--- src/rtl/sram1d_port_arbiter_pkg.sv ---
// Shared definitions for the two-requester SRAM arbiter: FSM states and requester indices.
package sram_arb_pkg;

  typedef enum logic {
    ST_INIT = 1'b0,
    ST_RUN  = 1'b1
  } state_e;

  localparam int unsigned REQ0 = 0;
  localparam int unsigned REQ1 = 1;

endpackage

--- src/rtl/sram1d_port_arbiter_rr_arb2.sv ---
// Two-input round-robin arbiter; a tie goes to the input that was not granted most recently.
module rr_arb2
  import sram_arb_pkg::*;
(
  input  logic       clk,
  input  logic       srst,
  input  logic [1:0] req,
  input  logic       update_en,
  output logic [1:0] gnt
);

  // 1 = REQ1 was granted last, so REQ0 wins the first tie after reset.
  logic last_q;
  logic last_d;

  always_comb begin
    gnt    = 2'b00;
    last_d = last_q;
    if (req[REQ0] && (!req[REQ1] || last_q)) begin
      gnt[REQ0] = 1'b1;
    end else if (req[REQ1]) begin
      gnt[REQ1] = 1'b1;
    end
    if (update_en && (gnt != 2'b00)) begin
      last_d = gnt[REQ1];
    end
  end

  always_ff @(posedge clk) begin
    if (srst) begin
      last_q <= 1'b1;
    end else begin
      last_q <= last_d;
    end
  end

endmodule

--- src/rtl/sram1d_port_arbiter.sv ---
// Shares one single-port SRAM between two requesters: optional zero-fill after reset,
// then one round-robin-arbitrated access per cycle with a one-cycle read return.
module sram1d_port_arbiter
  import sram_arb_pkg::*;
#(
  parameter int unsigned DWidth   = 32,
  parameter int unsigned AWidth   = 10,
  parameter bit          InitZero = 1'b1
) (
  input  logic              Clock,
  input  logic              Reset,
  output logic              InitDone,
  input  logic              R0Valid,
  input  logic              R1Valid,
  output logic              R0Ready,
  output logic              R1Ready,
  input  logic              R0Write,
  input  logic              R1Write,
  input  logic [AWidth-1:0] R0Address,
  input  logic [AWidth-1:0] R1Address,
  input  logic [DWidth-1:0] R0DIn,
  input  logic [DWidth-1:0] R1DIn,
  output logic              R0DOutValid,
  output logic              R1DOutValid,
  output logic [DWidth-1:0] RDOut,
  output logic              SEnable,
  output logic              SWrite,
  output logic [AWidth-1:0] SAddress,
  output logic [DWidth-1:0] SDIn,
  input  logic [DWidth-1:0] SDOut
);

  state_e              state_q, state_d;
  logic [AWidth-1:0]   cnt_q, cnt_d;
  logic                r0_vld_q, r0_vld_d;
  logic                r1_vld_q, r1_vld_d;
  logic [AWidth-1:0]   addr_q, addr_d;
  logic [DWidth-1:0]   din_q, din_d;
  logic                run_active;
  logic [1:0]          gnt;

  assign run_active = (state_q == ST_RUN) && !Reset;

  rr_arb2 u_rr_arb2 (
    .clk       (Clock),
    .srst      (Reset),
    .req       ({R1Valid, R0Valid} & {2{run_active}}),
    .update_en (run_active),
    .gnt       (gnt)
  );

  always_comb begin
    state_d  = state_q;
    cnt_d    = cnt_q;
    r0_vld_d = 1'b0;
    r1_vld_d = 1'b0;
    SEnable  = 1'b0;
    SWrite   = 1'b0;
    SAddress = addr_q;
    SDIn     = din_q;
    R0Ready  = 1'b0;
    R1Ready  = 1'b0;
    if (!Reset) begin
      if (state_q == ST_INIT) begin
        SEnable  = 1'b1;
        SWrite   = 1'b1;
        SAddress = cnt_q;
        SDIn     = '0;
        cnt_d    = cnt_q + 1'b1;
        if (cnt_q == {AWidth{1'b1}}) begin
          state_d = ST_RUN;
        end
      end else begin
        R0Ready = gnt[REQ0];
        R1Ready = gnt[REQ1];
        if (gnt[REQ0]) begin
          SEnable  = 1'b1;
          SWrite   = R0Write;
          SAddress = R0Address;
          SDIn     = R0DIn;
          r0_vld_d = !R0Write;
        end else if (gnt[REQ1]) begin
          SEnable  = 1'b1;
          SWrite   = R1Write;
          SAddress = R1Address;
          SDIn     = R1DIn;
          r1_vld_d = !R1Write;
        end
      end
    end
    // Idle cycles keep the pins parked on the last access to avoid needless toggling.
    addr_d = SEnable ? SAddress : addr_q;
    din_d  = SEnable ? SDIn : din_q;
  end

  always_ff @(posedge Clock) begin
    if (Reset) begin
      state_q  <= (InitZero != 1'b0) ? ST_INIT : ST_RUN;
      cnt_q    <= '0;
      r0_vld_q <= 1'b0;
      r1_vld_q <= 1'b0;
      addr_q   <= '0;
      din_q    <= '0;
    end else begin
      state_q  <= state_d;
      cnt_q    <= cnt_d;
      r0_vld_q <= r0_vld_d;
      r1_vld_q <= r1_vld_d;
      addr_q   <= addr_d;
      din_q    <= din_d;
    end
  end

  // Reset overrides the response flags so a pending read is dropped immediately.
  assign InitDone    = (state_q == ST_RUN) && !Reset;
  assign R0DOutValid = r0_vld_q && !Reset;
  assign R1DOutValid = r1_vld_q && !Reset;
  assign RDOut       = SDOut;

endmodule

--- config.mk ---
export PLATFORM = sky130hd
export DESIGN_NAME = sram1d_port_arbiter
export DESIGN_NICKNAME = d
export VERILOG_FILES = /design/src/rtl/sram1d_port_arbiter_pkg.sv /design/src/rtl/sram1d_port_arbiter_rr_arb2.sv /design/src/rtl/sram1d_port_arbiter.sv
export SDC_FILE = /design/constraint.sdc
export NUM_CORES = 1
export LEC_CHECK = 0
export BUFFER_PORTS_ARGS = -buffer_cell sky130_fd_sc_hd__buf_2
export CORE_MARGIN = 2
export CORE_UTILIZATION = 40
export CTS_CLUSTER_DIAMETER = 150
export CTS_CLUSTER_SIZE = 12
export DETAILED_ROUTE_END_ITERATION = 10
export GPL_TIMING_DRIVEN = 0
export PLACE_DENSITY = 0.76
export SYNTH_ARGS = -nofsm -noshare
export SYNTH_HDL_FRONTEND = slang
export SYNTH_SLANG_ARGS = --single-unit
--- constraint.sdc ---
create_clock -name Clock -period 1.9 [get_ports Clock]
set_input_delay 0.285 -clock Clock [delete_from_list [all_inputs] [get_ports Clock]]
set_output_delay 0.285 -clock Clock [all_outputs]
set_load 0.01 [all_outputs]
==> results.sh, run 1 <==
export IMPL_max_freq_mhz=485
export IMPL_skew_ps=13.4
export IMPL_coreArea_um2=7610
export IMPL_worstSkewPairLatency_ps=310
export IMPL_drt_total_wl_um=9240
export IMPL_globalplace_congestion=0.876
export IMPL_cts_tree="done"
export IMPL_setup_slack_ps=-162
export IMPL_post_route_period_util_pct=109
export IMPL_io_pins=203
export IMPL_critPathBufInv=2
export IMPL_cpLargestDelayFamily="simple AND/OR/NAND/NOR gates"
export IMPL_slew_headroom_pct=64.5
export IMPL_synthDominantCellAreaShare_pct=36.3
export IMPL_detail_route_antenna_nets=0
export IMPL_ys_seq_area_share_pct=36.3
export IMPL_yosysMostFrequentCell="a21o_1"
export IMPL_slowest_delay_ps=400
export IMPL_synth_edff_count=0
export IMPL_vias=3315
export IMPL_antenna_found_initial=0
export IMPL_synth_top_cells_by_area="dfxtp_1 36%, a21o_1 16%, a22o_1 9.1%"
export IMPL_worst_path_max_delay_cell="dfxtp_4"
export IMPL_startpoint_type="flip-flop"
export IMPL_crit_fanout=8
export IMPL_tightest_slew_ps=533
export IMPL_diodes=0
export IMPL_die_area_um2=8430
export IMPL_grtUsageTotal_pct=20.3
export IMPL_multi_input_area_um2=1640
export IMPL_setup_tns_ps=-3330
export IMPL_place_area_um2=4050
export IMPL_syn_area_um2=3080
export IMPL_drc=0
export IMPL_synth_largest_area_cell="dfxtp_1"
export IMPL_yosysWarningCount=0
export IMPL_cts_path_max_buffers=2
export IMPL_setup_viol=42
export IMPL_cp_required_ps=1620
export IMPL_floorplan_initialDensity_pct=40.5
export IMPL_leakagePower_nw=2.76
export IMPL_post_drt_wl_per_cell_um=14.2
export IMPL_worstSetupEndpointType="output port"
export IMPL_grt_pass1_wl_um=14100
export IMPL_violations="setup timing"
export IMPL_syn2layout_area_growth_pct=48.0
export IMPL_avgSynthCellArea_um2=8.86
export IMPL_grt_pass1_vias=2965
export IMPL_clkTransAtPathRegs_ps=100
export IMPL_synth_seq_cells=56
export IMPL_fin_area_um2=4570
export IMPL_outcome="finished with violations"
export IMPL_first_pass_iters=5
export IMPL_arrival_ps=1780
export IMPL_clock_root_buffer="clkbuf_8"
export IMPL_yosysUniqueCellTypes=42
export IMPL_die_h_um=91.8
export IMPL_viasPerCell=5.10
export IMPL_cts_sinks=56
export IMPL_drive_above_1_share_pct=50.5
export IMPL_syn_nets=471
export IMPL_cts_buffers=5
export IMPL_nNetsFinal=670
export IMPL_portBuffers=168
export IMPL_die_w_um=91.8
export IMPL_power_per_cell_area_nw_per_um2=482
export IMPL_register_area_um2=1130
export IMPL_synth_common_cells="65 x a21o_1, 56 x dfxtp_1, 33 x buf_4"
export IMPL_ctsHoldBuffers=0
export IMPL_worstHoldPathType="in2reg"
export IMPL_grt_overflow=0
export IMPL_fin_cells=650
export IMPL_holdWs_ps=159
export IMPL_dpl_hpwl_um=6960
export IMPL_synthFlopType="dfxtp_1"
export IMPL_fin_util_pct=60.0
export IMPL_drv_slew=0
export IMPL_syn_inst=348
export IMPL_drt_iter0_markers=156
export IMPL_crit_type="reg2out"
export IMPL_rsz0062_at_grt="true"
export IMPL_h_tree_depth=2
export IMPL_finalHoldViolations=0
export IMPL_n_fill_cell=701
export IMPL_async_reset_ff_share_pct=0
export IMPL_dp_cells=618
export IMPL_irDropWorstVdd_mv=0.275
export IMPL_num_rows=32
export IMPL_cap_viol_max_count=0
export IMPL_period_needed_ps=2060
export IMPL_path_cells="nor2b_4, buf_12, nor3b_4, a222oi_1, a22oi_1, buf_2"
export IMPL_grt_max_degree=18
[cell families (layout without fill, tap and decap cells)]
logic type / Yosys count / in the layout / share of synthesized area, %
compound gates: 149 / 149 / 35.5
xor+xnor: 8 / 8 / 2.27
fa+ha+maj: 1 / 1 / 0.406
flops: 56 / 56 / 36.3
buf+inv: 58 / 258 / 12.4
simple gates: 75 / 75 / 12.7
mux: 1 / 1 / 0.325
[final cells by class]
| cell class | count | share of cell area, % |
|---|---|---|
| multi-input combinational | 234 | 36.0 |
| tap | 102 | 2.80 |
| clock inverter | 2 | 0.329 |
| sequential | 56 | 24.7 |
| buffer | 52 | 8.77 |
| timing repair buffer | 194 | 25.3 |
| inverter | 4 | 0.356 |
| clock buffer | 6 | 1.81 |
[placed cells by master (no fill, tap or decap), drive strengths merged, types with 4 or more instances in the layout]
| cell | Yosys | layout |
|---|---|---|
| nor2b | 6 | 6 |
| dfxtp | 56 | 56 |
| or2 | 8 | 8 |
| nand2 | 12 | 12 |
| nor2 | 30 | 30 |
| a22oi | 4 | 4 |
| a221oi | 7 | 7 |
| o21ai | 13 | 13 |
| a22o | 32 | 32 |
| clkbuf | 8 | 14 |
| a21oi | 17 | 17 |
| xor2 | 5 | 5 |
| buf | 46 | 238 |
| nand3 | 5 | 5 |
| a21o | 65 | 65 |
[power breakdown]
part           switching (W)  internal [W]  total (W)
registers          0.0000109       0.00118    0.00119
clock network       0.000399      0.000296   0.000695
logic               0.000144      0.000172   0.000315
total               0.000554       0.00165    0.00220
[layer usage]
layer | up-vias | GRT usage (%) | wire [um] | part of all wire, %
li1 | 1633 | - | - | -
met1 | 1555 | 26.4 | 3880 | 42
met2 | 120 | 35.7 | 4730 | 51
met3 | 7 | 2.79 | 567 | 6.1
met4 | 0 | 4.85 | 68 | 0.74
met5 | - | 0 | 0 | 0
[final timing paths]
path                     from           to  slack [ps]  cells after the start
max          u_rr_arb2.last_q  SAddress[7]        -160                      6
max reg2reg  u_rr_arb2.last_q    din_q[22]         320                      8
min                   R0Write     r0_vld_q         160                      2
min reg2reg         addr_q[4]    addr_q[4]         460                      2
[stage by stage]
stage | power [W] | setup slack, ps
global placement | 0.00152 | -273
global route | 0.00230 | -270
floorplan | 0.00137 | 159
CTS | 0.00222 | -147
detailed placement | 0.00152 | -251
finish | 0.00220 | -162
[sequential cells by signal, summed over array words and instances, names as in the netlist]
register	count
addr_q	10
cnt_q	10
din_q	32
r0_vld_q	1
r1_vld_q	1
state_q	1
u_rr_arb2.last_q	1
[repair_timing]
action	in CTS	in global routing
setup endpoints to repair	46	44
setup buffers	17	8
cloned	1	1
pin swaps	9	13
gates resized for setup	35	14
[worst register-to-register path, stage by stage (launching register included)]
cell and delay [ps]:
dfxtp_4 400, a21bo_4 150, nor2_4 50, buf_6 130
buf_8 130, a22o_1 230, buf_4 130, buf_4 120
a21o_1 150
No activity file was read; power rests on OpenSTA's default activity.
==> run 2: changes to the inputs <==
Settings changed: CTS_CLUSTER_SIZE 12 to default, SETUP_SLACK_MARGIN from default to 0.02.
==> run 2 against run 1 <==
The run still ends with setup timing left. Core utilization is 0.18 points lower. Sequential cell count stayed put. Sequential power hardly changed. Count of clock-buffer cells in the layout stayed put. Combinational power hardly changed. Critical path type unchanged. Wire length is 0.32% lower. First-iteration DRC count stayed put. Final cell count is 0.15% lower. Sequential share of layout area is 0.075 points higher. Die area stayed put.
==> results.sh, run 2 (synthesized netlist as in run 1, its figures left out) <==
export IMPL_outcome="finished with violations"
export IMPL_violations="setup timing"
export IMPL_slew_headroom_pct=64.6
export IMPL_die_area_um2=8430
export IMPL_vias=3293
export IMPL_regMostFlops="din_q"
export IMPL_reg2reg_depth=8
export IMPL_swShare_pct=25.1
export IMPL_intPower_w=0.00165
export IMPL_grt_max_degree=18
export IMPL_cts_path_max_buffers=2
export IMPL_crit_fanout=8
export IMPL_reg_top3="din_q (32), addr_q (10), cnt_q (10)"
export IMPL_post_drt_wl_per_cell_um=14.2
export IMPL_reg2reg_slack_ps=330
export IMPL_mostFrequentLayoutCells="169 x buf_2, 65 x a21o_1, 54 x dfxtp_1"
export IMPL_coreArea_um2=7610
export IMPL_drt_iter0_markers=156
export IMPL_setup_viol=43
export IMPL_setup_slack_ps=-171
export IMPL_portBuffers=168
export IMPL_worstHoldPathType="in2reg"
export IMPL_crit_type="reg2out"
export IMPL_rr_startpoint="u_rr_arb2.last_q"
export IMPL_worstSetupEndpointType="output port"
export IMPL_fin_area_um2=4550
export IMPL_h_tree_depth=2
export IMPL_min_path_cells=2
export IMPL_cts_tree="done"
export IMPL_totalPowerFinal_w=0.00220
export IMPL_first_pass_iters=4
export IMPL_rsz0062_at_grt="true"
export IMPL_num_rows=32
export IMPL_antenna_found_initial=0
export IMPL_slowest_delay_ps=400
export IMPL_nNetsFinal=669
export IMPL_viasPerCell=5.07
export IMPL_grtUsageTotal_pct=20.3
export IMPL_multi_input_area_um2=1640
export IMPL_whs_endpoint="r0_vld_q"
export IMPL_mostFrequentLayoutCell="buf_2"
export IMPL_worstSkewPairLatency_ps=310
export IMPL_cts_buffers=5
export IMPL_cp_required_ps=1620
export IMPL_critPathBufInv=2
export IMPL_cpLargestDelayFamily="simple AND/OR/NAND/NOR gates"
export IMPL_skew_ps=13.4
export IMPL_drive_above_1_share_pct=50.5
export IMPL_globalplace_congestion=0.876
export IMPL_cts_sinks=56
export IMPL_n_fill_cell=706
export IMPL_post_route_period_util_pct=109
export IMPL_place_area_um2=4050
export IMPL_grt_pass1_vias=2965
export IMPL_drv_slew=0
export IMPL_drt_total_wl_um=9210
export IMPL_floorplan_initialDensity_pct=40.5
export IMPL_max_freq_mhz=483
export IMPL_finalHoldViolations=0
export IMPL_syn2layout_area_growth_pct=47.6
export IMPL_worst_path_max_delay_cell="dfxtp_4"
export IMPL_arrival_ps=1790
export IMPL_dpl_hpwl_um=6960
export IMPL_period_needed_ps=2070
export IMPL_setup_tns_ps=-3390
export IMPL_die_w_um=91.8
export IMPL_leakagePower_nw=2.76
export IMPL_detail_route_antenna_nets=0
export IMPL_drc=0
export IMPL_clkTransAtPathRegs_ps=100
export IMPL_grt_overflow=0
export IMPL_irDropWorstVdd_mv=0.275
export IMPL_tightest_slew_ps=531
export IMPL_holdWs_ps=159
export IMPL_startpoint_type="flip-flop"
export IMPL_seqPwrFrac_pct=54.1
export IMPL_r2r_end="din_q[22]"
export IMPL_power_per_cell_area_nw_per_um2=483
export IMPL_diodes=0
export IMPL_cap_viol_max_count=0
export IMPL_combPwrFrac_pct=14.3
export IMPL_io_pins=203
export IMPL_clock_power_share_pct=31.6
export IMPL_register_area_um2=1130
export IMPL_clock_root_buffer="clkbuf_8"
export IMPL_grt_pass1_wl_um=14100
export IMPL_path_cells="nor2b_4, buf_12, nor3b_4, a222oi_1, a22oi_1, buf_2"
export IMPL_worstHoldStart="R0Write"
export IMPL_die_h_um=91.8
export IMPL_p_sw_w=0.000552
export IMPL_largest_reg_flops=32
[run 2: power by group through the flow]
stage	registers [W]	clock network, W	logic (W)
after floorplan	0.00122	0	0.000148
after global placement	0.00122	0	0.000297
after detailed placement	0.00122	0	0.000303
after CTS	0.00119	0.000717	0.000311
after global routing	0.00119	0.000765	0.000342
final	0.00119	0.000694	0.000315
[run 2: worst max-delay path by stage]
stage / from / end / slack [ps] / cells after the start
after floorplan: Reset / SDIn[3] / 160 / 7
after global routing: u_rr_arb2.last_q / SAddress[7] / -270 / 6
after global placement: R0Valid / SDIn[4] / -270 / 6
after CTS: u_rr_arb2.last_q / SAddress[7] / -150 / 4
after detailed placement: R0Valid / SDIn[18] / -250 / 6
final: u_rr_arb2.last_q / SAddress[7] / -170 / 6
[run 2: per-stage QoR]
step | utilization, % | instances | setup WS (ps)
5_1_grt | 59.8 | 649 | -270
3_5_place_dp | 53.3 | 618 | -251
6_report | 59.8 | 649 | -171
3_3_place_gp | 53.3 | 618 | -273
2_1_floorplan | - | 348 | 159
4_1_cts | 58.1 | 643 | -147
[run 2: layout make-up]
type	count	share of cell area [%]
Clock buffer	6	1.81
Buffer	52	8.80
Tap cell	102	2.80
Sequential cell	56	24.8
Timing Repair Buffer	193	25.0
Clock inverter	2	0.330
Inverter	4	0.357
Multi-Input combinational cell	234	36.1
[run 2: metal layers]
layer	global-route usage, %	share of wire (%)	routed length (um)	up-vias
met2	35.7	51	4710	121
met5	0	0	0	-
li1	-	-	-	1630
met1	26.4	43	3920	1537
met4	4.85	0.64	59	0
met3	2.79	5.7	526	5
[run 2: what timing repair did]
item                                    4_1_cts  5_1_grt
resized for setup                            35       14
endpoints found under the setup margin       46       44
endpoints found under the hold margin         0        0
setup buffers                                17        7
pin swaps                                     9       13
hold buffers                                  0        0
gates cloned                                  1        1
